<file path="src/rtl/product_accumulator.sv">
// product_accumulator
//   Sums a programmed number of consecutive valid 16-bit products from the
//   multiplier stream into an AccWidth-bit accumulator. It presents the
//   result on a valid/ready port. The upstream stream is never stalled.
//   Products that arrive outside a job are discarded and flagged on drop_o.
//
// Optional feature macro: ACC_SATURATE_EN
//   defined   -> on carry out the accumulator saturates to all ones for the
//                rest of the job
//   undefined -> the accumulator wraps modulo 2^AccWidth
//   overflow_o is set on carry out in both builds.
//
// Ports
//   clk_i        clock, rising edge
//   rst_ni       asynchronous active-low reset
//   prod_i       16-bit unsigned product
//   prod_valid_i prod_i valid this cycle
//   start_i      begin a job (IDLE, or DONE with acc_ready_i high)
//   len_i        number of products in the job, sampled with start_i
//   acc_o        accumulated result
//   acc_valid_o  acc_o valid
//   acc_ready_i  downstream accepts acc_o
//   overflow_o   carry out of AccWidth occurred during this job
//   drop_o       one-cycle pulse, a valid product was discarded
//   busy_o       state is not IDLE
module product_accumulator #(
    parameter int unsigned AccWidth   = 20,
    parameter int unsigned CountWidth = 4
) (
    input  logic                  clk_i,
    input  logic                  rst_ni,
    input  logic [15:0]           prod_i,
    input  logic                  prod_valid_i,
    input  logic                  start_i,
    input  logic [CountWidth-1:0] len_i,
    output logic [AccWidth-1:0]   acc_o,
    output logic                  acc_valid_o,
    input  logic                  acc_ready_i,
    output logic                  overflow_o,
    output logic                  drop_o,
    output logic                  busy_o
);

    localparam int unsigned SumWidth = AccWidth + 1;

    typedef enum logic [1:0] {
        IDLE = 2'd0,
        ACC  = 2'd1,
        DONE = 2'd2
    } state_e;

    state_e                state_q;
    logic [CountWidth-1:0] remaining_q;

    logic [SumWidth-1:0]   sum_c;
    logic                  carry_c;
    logic [AccWidth-1:0]   acc_next_c;
    logic                  start_c;
    logic                  drop_c;

    // Adder with carry out, next accumulator value, and start/drop qualifiers
    always_comb begin
        sum_c      = SumWidth'(acc_o) + SumWidth'(prod_i);
        carry_c    = sum_c[AccWidth];
`ifdef ACC_SATURATE_EN
        acc_next_c = carry_c ? {AccWidth{1'b1}} : sum_c[AccWidth-1:0];
`else
        acc_next_c = sum_c[AccWidth-1:0];
`endif
        // A start is only honoured in IDLE, or in DONE when the result is taken
        start_c = start_i && ((state_q == IDLE) || ((state_q == DONE) && acc_ready_i));
        // A product seen outside ACC is lost unless that cycle starts a job
        drop_c  = prod_valid_i && (state_q != ACC) && !start_c;
    end

    // Control FSM with registered outputs
    always_ff @(posedge clk_i or negedge rst_ni) begin
        if (!rst_ni) begin
            state_q     <= IDLE;
            remaining_q <= '0;
            acc_o       <= '0;
            acc_valid_o <= 1'b0;
            overflow_o  <= 1'b0;
            drop_o      <= 1'b0;
            busy_o      <= 1'b0;
        end else begin
            drop_o <= drop_c;
            case (state_q)
                IDLE, DONE: begin
                    if (start_c) begin
                        acc_o      <= '0;
                        overflow_o <= 1'b0;
                        busy_o     <= 1'b1;
                        if (len_i != '0) begin
                            remaining_q <= len_i;
                            acc_valid_o <= 1'b0;
                            state_q     <= ACC;
                        end else begin
                            // Empty job: a zero result is presented next cycle
                            remaining_q <= '0;
                            acc_valid_o <= 1'b1;
                            state_q     <= DONE;
                        end
                    end else if ((state_q == DONE) && acc_ready_i) begin
                        acc_valid_o <= 1'b0;
                        busy_o      <= 1'b0;
                        state_q     <= IDLE;
                    end
                end
                ACC: begin
                    if (prod_valid_i) begin
                        acc_o       <= acc_next_c;
                        remaining_q <= remaining_q - CountWidth'(1);
                        if (carry_c) begin
                            overflow_o <= 1'b1;
                        end
                        if (remaining_q == CountWidth'(1)) begin
                            acc_valid_o <= 1'b1;
                            state_q     <= DONE;
                        end
                    end
                end
                default: begin
                    state_q     <= IDLE;
                    acc_valid_o <= 1'b0;
                    busy_o      <= 1'b0;
                end
            endcase
        end
    end

endmodule

</file>
<file path="config.mk">
export PLATFORM = sky130hd
export DESIGN_NAME = product_accumulator
export DESIGN_NICKNAME = d
export VERILOG_FILES = /design/src/rtl/product_accumulator.sv
export SDC_FILE = /design/constraint.sdc
export NUM_CORES = 1
export LEC_CHECK = 0
export CORE_MARGIN = 8
export CORE_UTILIZATION = 35
export CTS_BUF_LIST = sky130_fd_sc_hd__clkbuf_4 sky130_fd_sc_hd__clkbuf_8
export CTS_CLUSTER_SIZE = 40
export DETAILED_ROUTE_END_ITERATION = 7
export PLACE_DENSITY = 0.59
export SYNTH_ARGS = -nofsm -noshare
export SYNTH_HDL_FRONTEND = slang
export SYNTH_SLANG_ARGS = --single-unit
</file>
<file path="constraint.sdc">
create_clock -name clk_i -period 2.11 [get_ports clk_i]
set_input_delay 0.3165 -clock clk_i [delete_from_list [all_inputs] [get_ports clk_i]]
set_output_delay 0.3165 -clock clk_i [all_outputs]
set_load 0.02 [all_outputs]
</file>
==> summary.txt <==
======================================================================================================
Status                                                                                    finished, violations left
Failing checks                                                                            setup timing
Final hold vios                                                                                      0
Global-route wire length before repair                                                         10.1 mm
Power per standard cell area                                                               1480 nW/µm²
Post-detailed-route via-to-cell ratio                                                             5.10
Post-layout nets                                                                                   373
Clock Sinks                                                                                         29
Number of vias in the routed layout                                                               2065
Number of non-filler instances in the completed layout                                             405
Maximum number of pins on one net before global-route repair                                        30
Final estimated routing congestion in global placement                                           0.826
Hold WS                                                                                       0.429 ns
Die boundary width                                                                             92.8 µm
Max transition margin                                                                            73.5%
Die Ht                                                                                         92.8 µm
Post-Syn Instances                                                                                 231
Remaining antenna violation count after routing                                                      0
Total overflow reported by the global router                                                         0
Antenna diode instance count                                                                         0
Highest clock frequency the design can meet                                                  0.457 GHz
Maximum vdd drop                                                                                662 µV
Worst-skew pair later-pin latency                                                              0.28 ns
Tightest Hold Check Type                                                                   in -> async
Share of synthesized area occupied by flip-flops and latches                                     35.1%
Period utilisation layout                                                                         104%
Number of nets in the synthesized netlist                                                          275
Iter 0 DRT Violations                                                                               59
Port buffer count                                                                                   48
Drc violations                                                                                       0
Main flop type after synthesis                                                                 dfrtp_1
Number of top-level design ports                                                                    49
Worst-margin pin slew                                                                         0.397 ns
Kind of end point of the critical path                                                        register
Netlist area before placement                                                                 2070 µm²
Average footprint of a synthesized cell                                                       8.94 µm²
Starting utilization of the core area                                                            35.5%
CTS buffer count                                                                                     5
Clock tree skew after final layout                                                          0.00852 ns
TritonCTS clock tree                                                                               yes
Number of flops mapped to enable cells by yosys                                                      0
Root buffer selected by CTS                                                                   clkbuf_8
Core footprint                                                                                5820 µm²
#FFs+latches synth                                                                                  29
Total Power Consumption                                                                        4.79 mW
Vias in the first global route                                                                    2163
Max cap viols                                                                                        0
Leakage power summed over all cells                                                            1.47 nW
CTS HTree Levels                                                                                     2
Buffer levels on the longest clock path                                                              2
Post-layout minimum cycle time                                                                 2.19 ns
Max Transition Viols Final                                                                           0
Signal arrival time at the worst endpoint                                                      2.40 ns
Wire length per cell                                                                           15.0 µm
Worst setup SP type                                                                           register
Growth of design area from synthesis to finish                                                   56.9%
Layout cells sized above 1                                                                       25.5%
Total instance count after detailed placement                                                      390
Count of cell types in the netlist                                                                  47
YS warnings                                                                                          0
TritonRoute pass-1 iters                                                                             4
Total routing resource utilization after global routing                                          14.3%
Endpoint required time on the critical path                                                    2.32 ns
Total setup violations reported at the end of the flow                                               4
Floorplan row count                                                                                 28
Post-detailed-routing wire length                                                              6.09 mm
Clock transition at the register clock pins on the worst setup and hold paths after CTS        0.07 ns
Full die area                                                                                 8620 µm²
Initial antenna violation count                                                                      0
Unrepaired setup endpoints after global routing                                                    yes
Max Fanout on Critical Path                                                                          3
Minimum setup slack in the final design                                                     -0.0795 ns
Ys async rst share                                                                                100%
Cts hold-fix bufs                                                                                    0
HPWL Detailed                                                                                  4.51 mm
Setup Crit Path Kind                                                                        reg -> reg
======================================================================================================
report_power, final:
group | internal (mW) | total, mW | leakage (nW) | switching (mW)
clock | 0.384 | 0.620 | 0.0574 | 0.236
combinational | 1.60 | 3.15 | 1.05 | 1.55
sequential | 0.794 | 1.01 | 0.363 | 0.219
cell usage in the layout, fill, tap and decap left out, types with 2 or more instances in the layout:
master           netlist  routed
a21boi_0               2       2
a21o_1                 5       5
a21oi_1               17      12
a21oi_2                0       5
a22o_1                 2       2
and2_1                 4       3
and3_1                 7       6
buf_4                  1      49
clkbuf_8               0       6
clkdlybuf4s50_1        0      46
dfrtp_1               29      28
dlygate4sd2_1          0       2
ha_1                  18      13
ha_4                   0       4
inv_1                  4       4
mux2i_1                5       5
nand2_1               37      36
nand2b_1               8       8
nand3_1                8       8
nor2_1                 5       4
nor2b_1                4       4
nor3_1                 2       2
nor4_1                 2       2
o211a_1                2       2
o211ai_1               4       4
o21ai_0               15      11
o21ai_1                8      10
o21ai_2                0       2
o22ai_1                4       4
xnor2_1                5       3
xnor2_2                0       2
xor2_1                 5       4
sequential cells by signal (all words and copies together), names as in the netlist:
| signal | flops |
|---|---|
| drop_o | 1 |
| remaining_q | 4 |
| state_q | 2 |
| busy_o | 1 |
| acc_o | 20 |
| overflow_o | 1 |
kinds of logic after synthesis:
kind of cell    count (synthesis)  share of synthesized area, %
mux                             5                          2.42
simple gates                   85                          21.1
compound gates                 73                          22.9
flops                          29                          35.1
xor+xnor                       10                          4.24
fa+ha+maj                      19                          11.9
buf+inv                        10                          2.36
final timing paths:
check,from,to,slack (ns),cells after the start
hold reg to reg,acc_o[2],acc_o[2],0.53,2
setup / recovery,acc_o[0],overflow_o,-0.08,8
setup reg to reg,acc_o[0],overflow_o,-0.08,8
min in group clk_i,acc_o[2],acc_o[2],0.53,2
hold / removal,rst_ni,state_q[0],0.43,2
max in group asynchronous,rst_ni,acc_o[0],1.37,2
worst max-delay path: stages (launching register included):
cell      delay, ns
dfrtp_2        0.43
ha_4           0.16
fa_2           0.34
a21o_1         0.23
a221oi_4       0.26
and3b_2        0.26
nor4_4         0.06
o211ai_1       0.20
mux2i_1        0.19
what timing repair did:
action / in CTS / in global routing
resized for setup: 7 / 24
pin swaps: 8 / 8
endpoints found under the setup margin: 9 / 14
buffers inserted: 3 / 4
final cells by class:
| type | instances | area, µm² |
|---|---|---|
| timing repair buffer | 97 | 846 |
| tap | 75 | 93.8 |
| clock inverter | 2 | 37.5 |
| sequential | 29 | 727 |
| fill | 548 | 2570 |
| clock buffer | 6 | 82.6 |
| multi-input combinational | 192 | 1440 |
| inverter | 4 | 15.0 |
routing by layer:
metal | vias to the layer above | routed length, µm | track usage, %
met3 | 7 | 315 | 4.29
met4 | 0 | 79 | 4.03
met1 | 978 | 2830 | 17.6
met2 | 38 | 2870 | 23.4
li1 | 1042 | - | -
met5 | - | 0 | 0
synthesized netlist by cell type (all sizes together), types with 2 or more instances:
master | instances | area [µm²]
a21boi | 3 | 22.5
a21o | 5 | 37.5
a21oi | 17 | 85.1
a22o | 2 | 17.5
a31oi | 2 | 12.5
and2 | 4 | 25.0
and3 | 7 | 43.8
and3b | 2 | 17.5
buf | 2 | 18.8
clkbuf | 4 | 15.0
dfrtp | 29 | 726
ha | 18 | 225
inv | 4 | 15.0
mux2i | 5 | 50.1
nand2 | 37 | 139
nand2b | 8 | 50.1
nand3 | 8 | 40.0
nor2 | 5 | 18.8
nor2b | 4 | 25.0
nor3 | 2 | 10.0
nor4 | 3 | 25.0
o211a | 2 | 20.0
o211ai | 4 | 30.0
o21ai | 23 | 115
o22ai | 4 | 25.0
o31ai | 2 | 15.0
xnor2 | 5 | 43.8
xor2 | 5 | 43.8
through the flow:
| stage | setup TNS, ns | instance area [µm²] | utilization (%) | setup WS [ns] |
|---|---|---|---|---|
| 6_report | -0.215 | 3240 | 55.7 | -0.0795 |
| 5_1_grt | -1.17 | 3240 | 55.7 | -0.176 |
| 3_3_place_gp | -4.82 | 2940 | 50.5 | -0.503 |
| 4_1_cts | -0.196 | 3110 | 53.4 | -0.0739 |
| 3_5_place_dp | -4.92 | 2940 | 50.5 | -0.524 |
| 2_1_floorplan | -0.202 | 2080 | - | -0.0924 |
Power figures use the tool's default switching activity.
